## config.mk

```make
export PLATFORM = sky130hd
export DESIGN_NAME = inst_fetch
export DESIGN_NICKNAME = d
export VERILOG_FILES = /design/src/rtl/inst_fetch.sv
export SDC_FILE = /design/constraint.sdc
export NUM_CORES = 1
export LEC_CHECK = 0
export BUFFER_PORTS_ARGS = -buffer_cell sky130_fd_sc_hd__buf_2
export CAP_MARGIN = 0
export CORE_MARGIN = 2
export CORE_UTILIZATION = 45
export DETAILED_ROUTE_END_ITERATION = 8
export HOLD_SLACK_MARGIN = 0.05
export PLACE_DENSITY = 0.81
export SLEW_MARGIN = 0
export SYNTH_ARGS = -nofsm -noshare
export SYNTH_HDL_FRONTEND = slang
export SYNTH_SLANG_ARGS = --single-unit
```

## constraint.sdc

```tcl
create_clock -name CLK -period 8.65 [get_ports CLK]
set_clock_uncertainty 0.15 [all_clocks]
set_input_delay 2.1625 -clock CLK [delete_from_list [all_inputs] [get_ports CLK]]
set_output_delay 2.1625 -clock CLK [all_outputs]
set_load 0.01 [all_outputs]
```

## src/rtl/inst_fetch.sv

```systemverilog
// RV32I instruction fetch: PC, page-miss stall, 2-entry response FIFO, redirect flush.
// Optional: define FETCH_MISALIGN_TRAP_EN to trap misaligned redirects (sticky FETCH_ERR).
module inst_fetch #(
    parameter logic [31:0] PC_RESET = 32'h0000_0000
) (
    input  logic        CLK,
    input  logic        RST,
    input  logic        ENABLE,
    input  logic        JUMP,
    input  logic [31:0] JUMP_PC,
    output logic [31:0] IMEM_ADDR,
    output logic        IMEM_RDEN,
    input  logic [31:0] IMEM_OADDR,
    input  logic [31:0] IMEM_DOUT,
    input  logic        IMEM_VALID,
    input  logic        IMEM_LOADING,
    output logic        INST_VALID,
    input  logic        INST_READY,
    output logic [31:0] INST_PC,
    output logic [31:0] INST_DATA,
    output logic        FETCH_ERR
);

    localparam int unsigned XLEN  = 32;
    localparam int unsigned OCC_W = 3;

    typedef struct packed {
        logic [XLEN-1:0] pc;
        logic [XLEN-1:0] data;
    } fetch_entry_t;

    logic [XLEN-1:0]  pc;
    fetch_entry_t     head_q;
    fetch_entry_t     tail_q;
    logic [1:0]       count;
    logic             inflight;
    logic             drop;
    logic             err;
    logic             deq;
    logic             push;
    logic             issue;
    logic [OCC_W-1:0] occ;
    fetch_entry_t     resp;

    // Occupancy if this cycle's head leaves: FIFO entries plus the word still in flight.
    assign occ        = OCC_W'(count) + OCC_W'(inflight) - OCC_W'(deq);
    assign INST_VALID = (count != 2'd0) && !JUMP;
    assign deq        = INST_VALID && INST_READY;
    assign IMEM_RDEN  = !RST && ENABLE && !JUMP && !err && (occ < OCC_W'(2));
    assign IMEM_ADDR  = pc;
    assign issue      = IMEM_RDEN && !IMEM_LOADING;
    assign push       = IMEM_VALID && !drop;
    assign resp       = '{pc: IMEM_OADDR, data: IMEM_DOUT};
    assign INST_PC    = head_q.pc;
    assign INST_DATA  = head_q.data;
    assign FETCH_ERR  = err;

`ifdef FETCH_MISALIGN_TRAP_EN
    // Misaligned redirect latches a sticky error that only reset clears.
    always_ff @(posedge CLK or posedge RST) begin
        if (RST) begin
            err <= 1'b0;
        end else if (JUMP && (JUMP_PC[1:0] != 2'b00)) begin
            err <= 1'b1;
        end
    end
`else
    assign err = 1'b0;
`endif

    always_ff @(posedge CLK or posedge RST) begin
        if (RST) begin
            pc       <= PC_RESET;
            count    <= 2'd0;
            inflight <= 1'b0;
            drop     <= 1'b0;
            head_q   <= '0;
            tail_q   <= '0;
        end else if (JUMP) begin
`ifdef FETCH_MISALIGN_TRAP_EN
            if (JUMP_PC[1:0] == 2'b00) begin
                pc <= JUMP_PC;
            end
`else
            pc <= JUMP_PC & 32'hFFFF_FFFC;
`endif
            count    <= 2'd0;
            drop     <= inflight;
            inflight <= 1'b0;
        end else begin
            drop     <= 1'b0;
            inflight <= issue;
            if (issue) begin
                pc <= pc + 32'd4;
            end
            // Shift-register FIFO: head_q is always the oldest entry.
            case ({push, deq})
                2'b11: begin
                    if (count == 2'd1) begin
                        head_q <= resp;
                    end else begin
                        head_q <= tail_q;
                        tail_q <= resp;
                    end
                end
                2'b10: begin
                    if (count == 2'd0) begin
                        head_q <= resp;
                    end else begin
                        tail_q <= resp;
                    end
                    count <= count + 2'd1;
                end
                2'b01: begin
                    head_q <= tail_q;
                    count  <= count - 2'd1;
                end
                default: ;
            endcase
        end
    end

endmodule

```

==> results of run 1 <==
==> per-layer routing <==
| metal | routed length, um | track usage | up-vias |
|---|---|---|---|
| li1 | - | - | 2999 |
| met1 | 7913 | 0.2694 | 3164 |
| met2 | 9542 | 0.3497 | 217 |
| met3 | 1242 | 0.05574 | 28 |
| met4 | 368 | 0.06655 | 0 |
| met5 | 0 | 0 | - |
==> state kept, by name (all words and copies together), names as in the netlist <==
signal and flops:
inflight 1, count 2, INST_DATA 32, INST_PC 32, tail_q 64, drop 1
IMEM_ADDR 30
==> cells in the mapped netlist (2+ instances only) <==
master	number
nand3_1	17
buf_4	3
o21ai_0	15
or4b_1	2
a221oi_1	64
nand2b_1	2
or4_4	2
a211oi_1	17
ha_1	8
and2_1	3
buf_1	5
o31ai_1	13
a31oi_1	18
clkbuf_1	35
a22oi_1	6
nor2b_1	5
buf_6	2
nand4_1	10
or4_1	19
o21a_1	2
a21o_1	15
inv_1	10
or2_2	3
or3_1	5
xnor2_1	5
buf_2	11
nor4_1	6
dfrtp_1	162
nand2_1	20
xor2_1	4
nand4bb_1	2
mux2i_1	16
and3_1	3
nor3_1	5
o21ai_1	2
mux2_2	65
nor2_1	124
==> cell type report <==
cell class / count / area share
Tap cell: 220 / 0.02925
Timing Repair Buffer: 200 / 0.1074
Sequential cell: 162 / 0.4308
Clock buffer: 18 / 0.04667
Multi-Input combinational cell: 488 / 0.3660
Clock inverter: 14 / 0.01489
Inverter: 11 / 0.004920
==> where the power goes <==
part / total [mW] / switching (mW) / internal, mW / leakage (nW)
clock network: 0.747 / 0.334 / 0.414 / 0.287
registers: 1.11 / 0.133 / 0.975 / 1.90
logic: 0.648 / 0.350 / 0.298 / 1.97
==> kinds of logic (layout without fill, tap and decap cells) <==
kind of cell | Yosys count | after routing | synth area share
xor+xnor | 9 | 9 | 0.01017
other cells | 1 | 3 | 0.0004839
fa+ha+maj | 9 | 9 | 0.01550
simple gates | 232 | 232 | 0.1466
flops | 162 | 162 | 0.5231
compound gates | 154 | 154 | 0.1514
mux | 81 | 81 | 0.1151
buf+inv | 67 | 243 | 0.03762
==> final timing paths <==
path	startpoint	end	slack (ps)	cells after the start
worst max-delay path	JUMP	IMEM_RDEN	1370	9
worst min-delay path	INST_PC[26]	INST_PC[26]	320	1
worst max register to register	count[1]	INST_DATA[6]	4480	11
worst min register to register	INST_PC[26]	INST_PC[26]	320	1
max in group asynchronous	RST	tail_q[6]	5150	3
min in group asynchronous	RST	IMEM_ADDR[7]	1750	2
==> worst max-delay path, cell delays in order <==
cell	delay, ps
buf_2	550
nor2_1	130
and2_1	240
ha_1	270
nand2b_1	150
fa_1	420
xor2_1	690
nor3_1	140
buf_2	190
==> metrics by stage <==
stage               std cells  hold WS (ps)
CTS                      1113         325.6
global route             1113         339.7
finish                   1113         322.4
floorplan                 717         298.8
global placement         1081         306.3
detailed placement       1081         310.6
==> flow_summary.yaml, run 1 <==
logic_synthesis:
  syn_inst: 715
  synth_top_area_frac: 0.5231
  ys_ff_latch: 162
  netlist_area_um2: 7750
  synthTopCellsByArea: "dfrtp_1, mux2_2, a221oi_1, nor2_1, mux2i_1"
  yosysWarnings: 0
  yosysSeqAreaShare: 0.5231
  yosys_most_used_dff: "dfrtp_1"
  synthArstFlopShare: 1.000
  synth-edff-count: 0
  ys_types: 46
  avgSynthCellArea_um2: 10.84
  synth_largest_area_cell: "dfrtp_1"
clock_network:
  post-cts-setup-buffers: 0
  root_buffer: "clkbuf_16"
  ctsResizeCount: 0
  cts-buffers-inserted: 17
  clk_pin_slew_ps: 60
  cts_hold_buf: 0
  cts.sinks: 162
  cts_tree: "yes"
  clkLatencyLatePin_ps: 420
  clockBufferDepth: 2
  cts_max_level: 4
setup_path:
  cp.arrival_ps: 4970
  path_max_fanout: 41
  worstPathRequired_ps: 6340
  setup.worst_path.class: "input port to output port"
  start_kind: "input port"
  end_kind: "output port"
sta:
  slew_violations: 0
  max_freq_mhz: 137.3
  hold_violations: 0
  setup_tns_ps: 0
  rsz0062_at_grt: "no"
  finalWorstSetupSlack_ps: 1368
  finalCritPeriodShare: 0.8419
  max_slew_margin: 0.2831
  setup_viol: 0
  tightest_slew_ps: 1075
  min_period_ps: 7282
finish:
  drive_gt1_frac: 0.3483
  finalCoreUtilization: 0.5635
  num-fill-cells: 1426
  final-seq-area_um2: 4054
  nets: 992
  multi_input_area_um2: 3445
  areaGrowthSynthToFinish_pct: 21.42
  mostFrequentLayoutCell: "buf_2"
  mostFrequentLayoutCells: "buf_2, dfrtp_1, nor2_1"
  stdcell_area_um2: 9410
  diodes: 0
flow_run:
  cap_violations: 0
placement:
  gp_congestion: 0.8371
  place_area_um2: 8831
  dp_slack_ps: 1430
  dpl.hpwl_um: 12370
  port_buffers: 196
global_route:
  grt_pass1_vias: 6163
  grt_start_max_net_pins: 93
  overflow: 0
  antenna_found_initial: 0
  grt_first_pass_wirelength_um: 30780
  grtUsageTotal: 0.2103
floorplan:
  design.core.area_um2: 16700
  die_area_um2: 18290
  io_pins: 202
  initial_core_util: 0.4640
  die_h_um: 135.2
  row_count: 47
  dieWidth_um: 135.2
run_status:
  status: "completed"
routing:
  routed_wl_um: 19070
  vias: 6408
  drc_errors: 0
  dr.pass1.iters: 5
  routedWlPerCell_um: 17.13
  drtAntennaViolNets: 0
  drt_iter0_markers: 390
  vias_per_cell: 5.757
min_path:
  hp-class: "register to register"
pwr:
  power_density_nw_per_um2: 266.0
  p_total_mw: 2.503
  ir_drop_uv: 144.2
  leakage_nw: 4.147
Note: power is estimated with default switching activity, not from simulation.
==> run 2, diff against run 1 <==
==> constraint.sdc (replaced) <==
create_clock -name CLK -period 7.25 [get_ports CLK]
set_clock_uncertainty 0.15 [all_clocks]
set_input_delay 1.8125 -clock CLK [delete_from_list [all_inputs] [get_ports CLK]]
set_output_delay 1.8125 -clock CLK [all_outputs]
set_load 0.01 [all_outputs]
==> flow_summary.yaml, run 2 (synthesis gave the netlist of run 1 again) <==
run_status:
  status: "completed"
sta:
  hold_violations: 0
  min_period_ps: 6095
  rsz0062_at_grt: "no"
  max_slew_margin: 0.2907
  finalCritPeriodShare: 0.8407
  setup_viol: 0
  slew_violations: 0
  tightest_slew_ps: 1064
  setup_tns_ps: 0
  max_freq_mhz: 164.1
floorplan:
  io_pins: 202
  row_count: 47
  dieWidth_um: 135.2
  design.core.area_um2: 16700
  die_h_um: 135.2
  die_area_um2: 18290
  initial_core_util: 0.4640
min_path:
  hp-class: "register to register"
routing:
  routedWlPerCell_um: 17.26
  drtAntennaViolNets: 0
  drt_iter0_markers: 469
  vias_per_cell: 5.714
  vias: 6382
  dr.pass1.iters: 5
  routed_wl_um: 19280
  drc_errors: 0
clock_network:
  post-cts-setup-buffers: 0
  cts_hold_buf: 0
  cts.sinks: 162
  clkLatencyLatePin_ps: 420
  cts_max_level: 4
  cts-buffers-inserted: 17
  clockBufferDepth: 2
  root_buffer: "clkbuf_16"
  cts_tree: "yes"
  clk_pin_slew_ps: 60
  ctsResizeCount: 0
setup_path:
  start_kind: "input port"
  end_kind: "output port"
  cp.arrival_ps: 4130
  setup.worst_path.class: "input port to output port"
  path_max_fanout: 11
  worstPathRequired_ps: 5290
finish:
  nets: 995
  regMostFlops: "tail_q"
  num-fill-cells: 1477
  mostFrequentLayoutCell: "buf_2"
  stdcell_area_um2: 9492
  areaGrowthSynthToFinish_pct: 22.47
  mostFrequentLayoutCells: "buf_2, dfrtp_1, nor2_1"
  drive_gt1_frac: 0.3504
  largest_reg_flops: 64
global_route:
  grtUsageTotal: 0.2139
  grt_pass1_vias: 6323
  antenna_found_initial: 0
  grt_first_pass_wirelength_um: 31350
  overflow: 0
  grt_start_max_net_pins: 80
pwr:
  internal_power_mw: 2.081
  swShare: 0.3235
  p_comb_frac: 0.252
  clkPwrFrac: 0.318
  p_switching_mw: 0.9954
  ir_drop_uv: 153.6
  leakage_nw: 4.186
  power_density_nw_per_um2: 324.2
  seqPwrFrac: 0.429
placement:
  gp_congestion: 0.8187
  dpl.hpwl_um: 12520
  place_area_um2: 8852
  port_buffers: 196
flow_run:
  cap_violations: 0
## run 2: cell types whose count changed in the layout (fill, tap and decap cells not counted)
cell / before / now
bufinv_16: 1 / 3
buf_4: 4 / 7
clkinv_2: 2 / 1
diode_2: 0 / 1
clkinv_8: 0 / 1
inv_6: 8 / 4
clkbuf_8: 1 / 0
inv_8: 2 / 5
## run 2: worst paths after layout
kind,start,slack [ps],end,depth (start not counted)
max,JUMP,1150,IMEM_RDEN,9
min in group asynchronous,RST,1330,IMEM_ADDR[5],2
min,INST_PC[20],320,INST_PC[20],1
max reg2reg,count[1],3040,IMEM_ADDR[20],11
max in group asynchronous,RST,4310,tail_q[6],3
min reg2reg,INST_PC[20],320,INST_PC[20],1
## run 2: area by class of cell
cell class / instances / area (um2) / share of cell area
antenna: 1 / 2.502 / 0.0002636
clock buffer: 17 / 425.4 / 0.04482
clock inverter: 15 / 211.5 / 0.02228
inverter: 11 / 45.04 / 0.004746
multi-input combinational: 488 / 3445 / 0.3629
sequential: 162 / 4054 / 0.4271
tap: 220 / 275.3 / 0.02900
timing repair buffer: 203 / 1033 / 0.1089
## run 2: stage by stage
| stage | power, mW | worst slack [ps] | util | std cells | hold WS (ps) |
|---|---|---|---|---|---|
| floorplan | 1.814 | 714.5 | - | 717 | 298.8 |
| global placement | 2.082 | 1231 | 0.5300 | 1084 | 307.0 |
| detailed placement | 2.122 | 1191 | 0.5300 | 1084 | 310.9 |
| CTS | 3.107 | 1181 | 0.5682 | 1116 | 326.4 |
| global route | 3.249 | 1036 | 0.5682 | 1116 | 334.3 |
| finish | 3.077 | 1155 | 0.5683 | 1117 | 322.8 |
## run 2: power groups by stage
| stage | Sequential [mW] | Clock, mW | Combinational, mW |
|---|---|---|---|
| 6_report | 1.32 | 0.980 | 0.777 |
| 5_1_grt | 1.36 | 1.04 | 0.855 |
| 4_1_cts | 1.32 | 0.998 | 0.788 |
| 3_5_place_dp | 1.34 | 0 | 0.786 |
| 3_3_place_gp | 1.32 | 0 | 0.763 |
| 2_1_floorplan | 1.38 | 0 | 0.435 |
## run 2: routing by layer
layer / global-route usage / up-vias / routed length [um]
met5: 0 / - / 0
met4: 0.07002 / 0 / 349
met3: 0.05425 / 29 / 1072
met2: 0.3517 / 191 / 9556
met1: 0.2782 / 3167 / 8301
li1: - / 2995 / -
## run 2: worst max-delay path, stage by stage
cell	delay (ps)
buf_2	110
nor2_1	130
and2_1	240
ha_1	260
nand2b_1	150
fa_1	410
xor2_1	670
nor3_1	160
buf_2	190
==> run 3, diff against run 2 <==
--- a/config.mk
+++ b/config.mk
@@ -11,7 +11,7 @@
 export CORE_UTILIZATION = 45
 export DETAILED_ROUTE_END_ITERATION = 8
 export HOLD_SLACK_MARGIN = 0.05
-export PLACE_DENSITY = 0.81
+export PLACE_DENSITY = 0.83
 export SLEW_MARGIN = 0
 export SYNTH_ARGS = -nofsm -noshare
 export SYNTH_HDL_FRONTEND = slang
==> constraint.sdc (replaced) <==
create_clock -name CLK -period 5.3 [get_ports CLK]
set_clock_uncertainty 0.15 [all_clocks]
set_input_delay 1.325 -clock CLK [delete_from_list [all_inputs] [get_ports CLK]]
set_output_delay 1.325 -clock CLK [all_outputs]
set_load 0.01 [all_outputs]
==> flow_summary.yaml, run 3 (synthesis gave the netlist of run 1 again) <==
finish:
  mostFrequentLayoutCell: "buf_2"
  nets: 1000
  drive_gt1_frac: 0.3522
  stdcell_area_um2: 9493
  mostFrequentLayoutCells: "buf_2, dfrtp_1, nor2_1"
  largest_reg_flops: 64
  regMostFlops: "tail_q"
  areaGrowthSynthToFinish_pct: 22.49
  diodes: 0
  final_cell_count_no_fill: 1120
floorplan:
  io_pins: 202
  design.core.area_um2: 16700
  initial_core_util: 0.4640
  die_h_um: 135.2
  dieWidth_um: 135.2
  die_area_um2: 18290
  row_count: 47
global_route:
  grt.met3_usage: 0.04976
  met1_usage: 0.2863
  grtUsageMet2: 0.3641
  grt-busiest-layer: "met2"
  grt_start_max_net_pins: 76
  grtUsageTotal: 0.2215
  grt_first_pass_wirelength_um: 32290
  grt_pass1_vias: 6417
  overflow: 0
  antenna_found_initial: 0
setup_path:
  critical_path.startpoint: "JUMP"
  start_kind: "input port"
  r2r-end: "IMEM_ADDR[20]"
  crit_path_end: "IMEM_RDEN"
  path_max_fanout: 11
  reg2regPathDepth: 11
  setup.worst_path.class: "input port to output port"
  rrSetupSlack_ps: 1230
  end_kind: "output port"
  cp.arrival_ps: 3610
  r2r_start: "count[1]"
  worstPathRequired_ps: 3830
sta:
  tightest_slew_ps: 1071
  setup_tns_ps: 0
  max_freq_mhz: 196.8
  min_period_ps: 5082
  finalCritPeriodShare: 0.9589
  rsz0062_at_grt: "no"
  setup_viol: 0
  slew_violations: 0
  max_slew_margin: 0.2862
  timing.hold.ws_ps: 325.0
  hold_violations: 0
routing:
  routed_wl_um: 19790
  vias_per_cell: 5.761
  drt_iter0_markers: 415
  routedWlPerCell_um: 17.67
  dr.pass1.iters: 5
  drtAntennaViolNets: 0
  drc_errors: 0
  vias: 6452
placement:
  place_area_um2: 8902
  dp_cells: 1089
  gp_congestion: 0.8267
  dpl.hpwl_um: 13010
  port_buffers: 196
clock_network:
  clockBufferDepth: 2
  ctsResizeCount: 0
  cts.sinks: 162
  clk_pin_slew_ps: 60
  cts-buffers-inserted: 17
  cts_hold_buf: 0
  cts_max_level: 4
  clkLatencyLatePin_ps: 420
  cts_tree: "yes"
  root_buffer: "clkbuf_16"
  post-cts-setup-buffers: 0
pwr:
  ir_drop_uv: 319.3
  power_density_nw_per_um2: 435.8
  p_total_mw: 4.137
  leakage_nw: 4.187
flow_run:
  cap_violations: 0
min_path:
  hp-class: "register to register"
run_status:
  status: "completed"
run 3: stage by stage:
stage | utilization | worst slack, ps
after floorplan | - | -242.0
after global placement | 0.5330 | 293.7
after detailed placement | 0.5330 | 243.4
after CTS | 0.5684 | 246.1
after global routing | 0.5684 | 37.74
final | 0.5684 | 217.6
run 3: cell type report:
cell class	count	area, um2
Fill cell	1427	7208
Sequential cell	162	4054
Multi-Input combinational cell	488	3445
Timing Repair Buffer	208	1084
Clock buffer	19	442.9
Tap cell	220	275.3
Clock inverter	12	147.6
Inverter	11	45.04
run 3: per-layer routing:
metal	part of all wire	vias up
li1	-	3012
met1	0.42	3171
met2	0.50	228
met3	0.061	41
met4	0.028	0
met5	0	-
run 3: critical path, stage by stage:
cell,delay (ps)
buf_2,130
nor2_1,110
and2_1,210
ha_1,260
nand2b_1,160
fa_1,410
xor2_1,640
nor3_1,170
buf_2,190
run 3: worst min path at each step:
| stage | from | end | slack [ps] | cells past startpoint |
|---|---|---|---|---|
| global placement | INST_PC[26] | INST_PC[26] | 310 | 1 |
| detailed placement | INST_PC[30] | INST_PC[30] | 310 | 1 |
| floorplan | inflight | drop | 300 | 2 |
| CTS | INST_PC[26] | INST_PC[26] | 330 | 1 |
| global route | INST_PC[25] | INST_PC[25] | 350 | 1 |
| finish | INST_PC[26] | INST_PC[26] | 320 | 1 |
run 3: where the power goes:
part / internal (mW) / switching [mW]
clock network: 0.717 / 0.531
logic: 0.495 / 0.581
registers: 1.59 / 0.221
total: 2.80 / 1.33
